`config.mk`:
```
export PLATFORM = sky130hd
export DESIGN_NAME = ad7864_multich_serializer
export DESIGN_NICKNAME = d
export VERILOG_FILES = /design/src/rtl/ad7864_multich_serializer.sv
export SDC_FILE = /design/constraint.sdc
export NUM_CORES = 1
export LEC_CHECK = 0
export BUFFER_PORTS_ARGS = -buffer_cell sky130_fd_sc_hd__buf_2
export CAP_MARGIN = 0
export CORE_MARGIN = 3
export CORE_UTILIZATION = 40
export CTS_CLUSTER_DIAMETER = 60
export DETAILED_ROUTE_END_ITERATION = 12
export PLACE_DENSITY_LB_ADDON = 0.2
export SETUP_SLACK_MARGIN = 0.3
export SYNTH_ARGS = -nofsm -noshare
export SYNTH_HDL_FRONTEND = slang
export SYNTH_SLANG_ARGS = --single-unit
```
`constraint.sdc`:
```
create_clock -name clkin -period 2.6 [get_ports clkin]
set_clock_uncertainty 0.2 [all_clocks]
set_input_delay 0.39 -clock clkin [delete_from_list [all_inputs] [get_ports clkin]]
set_output_delay 0.39 -clock clkin [all_outputs]
set_load 0.01 [all_outputs]
```
`src/rtl/ad7864_multich_serializer.sv`:
```
// Reads NUM_CH words from the AD7864 parallel bus on each conversion-done edge and
// forwards them to the DSP McBSP as a single framed serial burst.
module ad7864_multich_serializer #(
   parameter int NUM_CH    = 4,
   parameter int DATA_W    = 12,
   parameter int PAD_W     = 16,
   parameter int SIGN_EXT  = 0,
   parameter int MSB_FIRST = 1,
   parameter int RD_LOW    = 2,
   parameter int RD_HIGH   = 2,
   parameter int SCLK_DIV  = 2
) (
   input  logic              clkin,
   input  logic              rst_bar,
   input  logic              db_rdy,
   input  logic [DATA_W-1:0] db,
   input  logic              clr_ovr,
   output logic              cs_bar,
   output logic              rd_bar,
   output logic              sclk,
   output logic              fsync,
   output logic              sdata,
   output logic              busy,
   output logic              overrun
);

   localparam int TOT     = NUM_CH * PAD_W;
   localparam int CH_W    = (NUM_CH > 1) ? $clog2(NUM_CH) : 1;
   localparam int BIT_W   = (TOT > 1) ? $clog2(TOT) : 1;
   localparam int CNT_MAX = (RD_LOW > RD_HIGH)
                            ? ((RD_LOW > 2*SCLK_DIV) ? RD_LOW : 2*SCLK_DIV)
                            : ((RD_HIGH > 2*SCLK_DIV) ? RD_HIGH : 2*SCLK_DIV);
   localparam int CNT_W   = $clog2(CNT_MAX + 1);

   localparam logic [CNT_W-1:0] LOW_END  = CNT_W'(RD_LOW - 1);
   localparam logic [CNT_W-1:0] HIGH_END = CNT_W'(RD_HIGH - 1);
   localparam logic [CNT_W-1:0] HALF_END = CNT_W'(SCLK_DIV - 1);
   localparam logic [CNT_W-1:0] PER_END  = CNT_W'(2*SCLK_DIV - 1);
   localparam logic [CH_W-1:0]  LAST_CH  = CH_W'(NUM_CH - 1);
   localparam logic [BIT_W-1:0] LAST_BIT = BIT_W'(TOT - 1);

   typedef enum logic [1:0] {IDLE, READ, SYNC, SHIFT} state_t;

   state_t             state;
   logic               db_rdy_q;
   logic               rd_high;
   logic [CH_W-1:0]    ch;
   logic [CNT_W-1:0]   cnt;
   logic [BIT_W-1:0]   bit_cnt;
   logic [PAD_W-1:0]   slot_buf [NUM_CH];
   logic [TOT-1:0]     shreg;
   logic [TOT-1:0]     flat;
   logic               rdy_edge;

   assign rdy_edge = db_rdy & ~db_rdy_q;

   function automatic logic [PAD_W-1:0] pad_word(input logic [DATA_W-1:0] d);
      logic [PAD_W-1:0] r;
      r = (SIGN_EXT != 0) ? {PAD_W{d[DATA_W-1]}} : '0;
      r[DATA_W-1:0] = d;
      return r;
   endfunction

   function automatic logic head_bit(input logic [TOT-1:0] v);
      return (MSB_FIRST != 0) ? v[TOT-1] : v[0];
   endfunction

   function automatic logic [TOT-1:0] advance(input logic [TOT-1:0] v);
      return (MSB_FIRST != 0) ? (v << 1) : (v >> 1);
   endfunction

   // Frame image laid out so that the first bit to send always sits at the shift-out end.
   always_comb begin
      flat = '0;
      for (int i = 0; i < NUM_CH; i++) begin
         if (MSB_FIRST != 0) flat[(NUM_CH-1-i)*PAD_W +: PAD_W] = slot_buf[i];
         else                flat[i*PAD_W +: PAD_W]            = slot_buf[i];
      end
   end

   always_ff @(posedge clkin or negedge rst_bar) begin
      if (!rst_bar) begin
         state    <= IDLE;
         db_rdy_q <= 1'b1;
         rd_high  <= 1'b0;
         ch       <= '0;
         cnt      <= '0;
         bit_cnt  <= '0;
         shreg    <= '0;
         cs_bar   <= 1'b1;
         rd_bar   <= 1'b1;
         sclk     <= 1'b0;
         fsync    <= 1'b0;
         sdata    <= 1'b0;
         busy     <= 1'b0;
         overrun  <= 1'b0;
         for (int i = 0; i < NUM_CH; i++) slot_buf[i] <= '0;
      end else begin
         db_rdy_q <= db_rdy;
         if (rdy_edge && busy) overrun <= 1'b1;
         else if (clr_ovr)     overrun <= 1'b0;

         case (state)
            IDLE: begin
               if (rdy_edge) begin
                  cs_bar  <= 1'b0;
                  rd_bar  <= 1'b0;
                  busy    <= 1'b1;
                  ch      <= '0;
                  cnt     <= '0;
                  rd_high <= 1'b0;
                  state   <= READ;
               end
            end
            READ: begin
               if (!rd_high) begin
                  if (cnt == LOW_END) begin
                     slot_buf[ch] <= pad_word(db);
                     rd_bar       <= 1'b1;
                     cnt          <= '0;
                     // Last channel skips the trailing high phase and releases the bus.
                     if (ch == LAST_CH) begin
                        cs_bar <= 1'b1;
                        fsync  <= 1'b1;
                        sclk   <= 1'b0;
                        state  <= SYNC;
                     end else begin
                        rd_high <= 1'b1;
                     end
                  end else begin
                     cnt <= cnt + 1'b1;
                  end
               end else begin
                  if (cnt == HIGH_END) begin
                     rd_bar  <= 1'b0;
                     rd_high <= 1'b0;
                     ch      <= ch + 1'b1;
                     cnt     <= '0;
                  end else begin
                     cnt <= cnt + 1'b1;
                  end
               end
            end
            SYNC: begin
               if (cnt == PER_END) begin
                  fsync   <= 1'b0;
                  sclk    <= 1'b0;
                  sdata   <= head_bit(flat);
                  shreg   <= advance(flat);
                  bit_cnt <= '0;
                  cnt     <= '0;
                  state   <= SHIFT;
               end else begin
                  if (cnt == HALF_END) sclk <= 1'b1;
                  cnt <= cnt + 1'b1;
               end
            end
            SHIFT: begin
               if (cnt == PER_END) begin
                  sclk <= 1'b0;
                  cnt  <= '0;
                  if (bit_cnt == LAST_BIT) begin
                     sdata <= 1'b0;
                     busy  <= 1'b0;
                     ch    <= '0;
                     state <= IDLE;
                  end else begin
                     sdata   <= head_bit(shreg);
                     shreg   <= advance(shreg);
                     bit_cnt <= bit_cnt + 1'b1;
                  end
               end else begin
                  if (cnt == HALF_END) sclk <= 1'b1;
                  cnt <= cnt + 1'b1;
               end
            end
            default: state <= IDLE;
         endcase
      end
   end

endmodule

```
---- After elaboration in Yosys (flattened, before gate mapping) ----
Cells that the tools add are included.
storage, ports and cells
  register bits after elaboration ......... 150
  logic and storage cells ................. 124
  output and inout bits ................... 7
cells by class
  add/sub/neg operators ................... 3
  reduce and logical (&&, ||, !) cells .... 22
  bitwise gates (word level) .............. 4
  equal/unequal tests ..................... 17
  order comparisons ....................... 2
  multiplexer cells ....................... 58
operators by type and width
  operator                                     number
  2-to-1 mux 64 bit                            3
  one-hot mux 64 bit (2 select lines)          1
  bitwise mux 64 bit                           1
  demux 16 bit (select 2 bit)                  1
  2-to-1 mux 1 bit                             24
  2-to-1 mux 2 bit                             10
  2-to-1 mux 6 bit                             3
  != test 2 bit, second input constant         9
  2-to-1 mux 16 bit                            1
  AND reduction 5 bit                          3
  one-hot mux 1 bit (2 select lines)           7
  one-hot mux 6 bit (2 select lines)           1
  nonzero test 2 bit                           6
  2-to-1 mux 3 bit                             3
  one-hot mux 3 bit (3 select lines)           1
  AND reduction 3 bit                          3
  one-hot mux 2 bit (4 select lines)           1
  AND reduction 4 bit                          2
  AND reduction 7 bit                          1
  adder 6 x 1 -> 6 bit, second input constant  1
  equality test 2 bit, second input constant   3
  equality test 6 bit, second input constant   1
  one-hot mux 2 bit (3 select lines)           1
  AND reduction 6 bit                          1
  16 further kinds                             18

---- Logic depth before layout (Yosys ltp) ----
  depth in word-level cells ............... 6
  depth in mapped cells ................... 8
  depth with buffers taken out ............ 6

---- Worst setup path before layout ----
OpenSTA, ideal clock, no wires.
  path type ............................... reg2reg
  start ................................... register state[1]
  end ..................................... register slot_buf, in the netlist flat[33]
  path buffers ............................ 2
  slack ................................... 0.560 ns
  arrival time ............................ 1.712 ns
  setup time .............................. 0.128 ns
  clock period less this slack ............ 2.040 ns
  stages on the path, launching flop included .. 8
  path through ............................ dfrtp_1 > inv_1 > ha_1 > nor4bb_1 > buf_2 > nand2_1 > buf_2 > mux2_1
between the ends
  cells in the longest elaborated chain, start to end .. 2
RTL lines
  what                            RTL line  source
  start: declaration              44        state_t state;
  start signal: assignment        83        state <= IDLE;
  start signal: assignment        112       state <= READ;
  start signal: assignment        126       state <= SYNC;
  equality test 2 x 1 -> 1 bit    103       case (state)
  AND reduction 3 bit (no line)   -
  end signal: indexed assignment  118       slot_buf[ch] <= pad_word(db);
  end: declaration                50        logic [PAD_W-1:0] slot_buf [NUM_CH];
No other way between the ends.
A chain may end at the register's enable or synchronous reset.

---- Final worst setup path ----
  start ................................... register bit_cnt[0]
  end ..................................... register ch[1]
between the ends
  cells in the longest elaborated chain, start to end .. 3
RTL lines
  what                           RTL line  source
  start: declaration             49        logic [BIT_W-1:0] bit_cnt;
  start signal: assignment       170       bit_cnt <= bit_cnt + 1'b1;
  equality test 6 bit            162       if (bit_cnt == LAST_BIT) begin
  != test 2 bit (no line)        -
  AND reduction 6 bit (no line)  -
  end signal: assignment         137       ch <= ch + 1'b1;
  end: declaration               47        logic [CH_W-1:0] ch;
No other way between the ends.

==> impl_metrics.ini <==
[critical_path]
crit_family = simple AND/OR/NAND/NOR gates
critPathMaxFanout = 5
r2r_cells = 5
crit_slowest_cell = a2111o_1
critPathBufInv = 0
r2r_slack_ps = 410
cp.depth = 5
critPathLaunchType = flip-flop
regToRegStartpoint = bit_cnt[0]$_DFFE_PN0P_
critPathRequiredTime_ps = 2700
endpoint_kind = flip-flop
arrival_ps = 2290
timing.rr.end = ch[1]$_DFFE_PN0P_
cp_cell_sequence = ha_1, nand3_2, or3_1, a2111o_1, mux2i_1
cpPeakStageDelay_ps = 500
crit_type = reg2reg

[synth]
ys.warnings.count = 0
yosys.area.top_type_share_pct = 56.5
syn_area_mm2 = 0.00575
yosysSeqAreaShare_pct = 57.9
ys_types = 38
synth_nets = 503
synth_top_area_cell = dfrtp_1
synthTopCellsByArea = dfrtp_1 57%, mux2_2 9.0%, mux2i_1 8.7%
synth_cells = 474
synth_area_per_cell_um2 = 12.1
yosys_register_bits = 133

[floorplan]
die_h_um = 126
initial_core_util_pct = 41.1
rows = 43
ioPinCount = 23
core_region_area_mm2 = 0.0140
die_x_um = 126
die-area_mm2 = 0.0159

[clocking]
cts.clk_slew.worst_paths_ps = 60
cts_sinks = 133
cts_root_buf = clkbuf_16
cts_tree = yes
insertion_delay_ps = 420
clockBufferDepth = 2
htreeDepth = 4
cts_buffers = 17

[timing]
rsz0062_at_grt = no
slew-limit-headroom_pct = 43.0
fin_tns_setup_ps = 0
finalCritPeriodShare_pct = 84.3
setup_viol = 0
fmax_mhz = 456
min_period_ps = 2190
tightest_slew_ps = 856
hold_violations = 0
maxSlewViolCount = 0

[placed_design]
gp_congestion = 0.808
port_buffers = 22
dp_hpwl_mm = 7.02

[routing]
viasPerCell = 5.13
post-route-drc-count = 0
wl_per_cell_um = 15.6
first_iter_violations = 218
vias = 3603
drt_pass1_iterations = 4
ant_nets = 0
drt-total-wl_mm = 11.0

[finish]
layout_commonest_cell = dfrtp_1
drive_above_1_share_pct = 24.5
fill_cells = 1271
n_antenna_cell = 0
layout_common_cells = 130 x dfrtp_1, 62 x nand2_1, 52 x o21ai_0
final_core_util_pct = 48.3
syn_to_final_growth_pct = 17.4
fin_nets = 539

[min_path]
hold_path_class = in2reg
whs_path_depth = 2
min_from = db[2]
hold_path_end = flat[34]$_DFFE_PN0P_

[outcome]
outcome = completed

[run]
maxCapViolCount = 0

[power]
leakage_uw = 0.00332
p_per_area_mw_per_mm2 = 674
irDropWorstVdd_mv = 0.558

[global_route]
grt_overflow_total = 0
grt_pass1_wl_mm = 18.8
grt_max_degree = 57
grt_usage_pct = 15.0
grt_pass1_vias = 3689
antenna_found_initial = 0
## state kept, by name, indices dropped and copies added (netlist names)
name      count
rd_high       1
shreg        63
cs_bar        1
sclk          1
rd_bar        1
ch            2
busy          1
cnt           3
state         2
flat         48
overrun       1
db_rdy_q      1
fsync         1
bit_cnt       6
sdata         1
## what timing repair did
item	4_1_cts	5_1_grt
endpoints found under the hold margin	41	0
setup buffers	4	0
gates resized for setup	1	1
pin swaps	1	0
hold buffers	2	0
endpoints found under the setup margin	62	13
## worst reg2reg max path, stage by stage, from the launching register on
cell      delay [ps]
dfrtp_1          390
ha_1             220
nand3_2          160
or3_1            450
a2111o_1         500
mux2i_1          150
## Yosys cell counts, drive strengths merged
cell type and instances:
dfrtp 130, nand2 63, o21ai 56, mux2 50
mux2i 50, a22o 20, buf 14, clkbuf 13
ha 13, inv 12, a21oi 11, nor2 4
nor3 4, dfstp 3, nand2b 3, a211oi 2
a21o 2, a2bb2oi 2, a31oi 2, nor2b 2
nor3b 2, xnor2 2, a2111o 1, a211o 1
a22oi 1, a311oi 1, a41oi 1, and2 1
and4 1, nand3 1, nor4bb 1, o221ai 1
o311ai 1, o31a 1, or2 1, or3 1
## routing by layer
metal | vias to the layer above | global-route usage (%) | part of all wire, %
met4 | 0 | 5.49 | 1.7
met2 | 43 | 22.7 | 47
met1 | 1792 | 20.5 | 48
li1 | 1751 | - | -
met3 | 17 | 4.54 | 3.1
met5 | - | 0 | 0
## power by group
group | leakage, uW | switching, uW | internal [uW] | total (uW)
Sequential | 0.00160 | 37.0 | 2140 | 2180
Clock | 0.000266 | 889 | 1340 | 2220
Combinational | 0.00146 | 80.4 | 69.3 | 150
Total | 0.00332 | 1010 | 3550 | 4560
## through the flow
stage | std cells | total power [uW] | hold slack (ps) | cell area (um^2) | setup WS [ps]
final | 703 | 4560 | 33.0 | 6760 | 407
after global routing | 703 | 4740 | 25.0 | 6760 | 312
after CTS | 703 | 4610 | 19.6 | 6750 | 382
after detailed placement | 665 | 2370 | 243 | 6150 | 215
after global placement | 665 | 2360 | 239 | 6150 | 279
after floorplan | 474 | 2280 | -106 | 5750 | 560
## area by class of cell
cell class,instances,area (um^2),area share [%]
clock inverters,12,104,1.54
repair buffers,44,320,4.74
flip-flops and latches,133,3330,49.3
multi-input cells,302,2280,33.8
clock buffers,20,447,6.61
well taps,180,225,3.33
inverters,12,45.0,0.667
## cells by family after synthesis
family,share of synthesized area (%)
flip-flops,57.9
AO/OA/AOI/OAI,11.3
multiplexers,18.5
AND/OR/NAND/NOR,6.35
buffers and inverters,2.85
adder cells (fa/ha/maj),2.83
XOR/XNOR,0.304
## worst max path at each step
stage / start / to / slack [ps]
after floorplan: state[1]$_DFFE_PN0P_ / flat[33]$_DFFE_PN0P_ / 560
after global placement: state[1]$_DFFE_PN0P_ / shreg[5]$_DFFE_PN0P_ / 280
after detailed placement: state[1]$_DFFE_PN0P_ / flat[33]$_DFFE_PN0P_ / 210
after CTS: bit_cnt[0]$_DFFE_PN0P_ / ch[1]$_DFFE_PN0P_ / 380
after global routing: bit_cnt[0]$_DFFE_PN0P_ / ch[1]$_DFFE_PN0P_ / 310
final: bit_cnt[0]$_DFFE_PN0P_ / ch[1]$_DFFE_PN0P_ / 410
(Power assumes the default switching activity.)
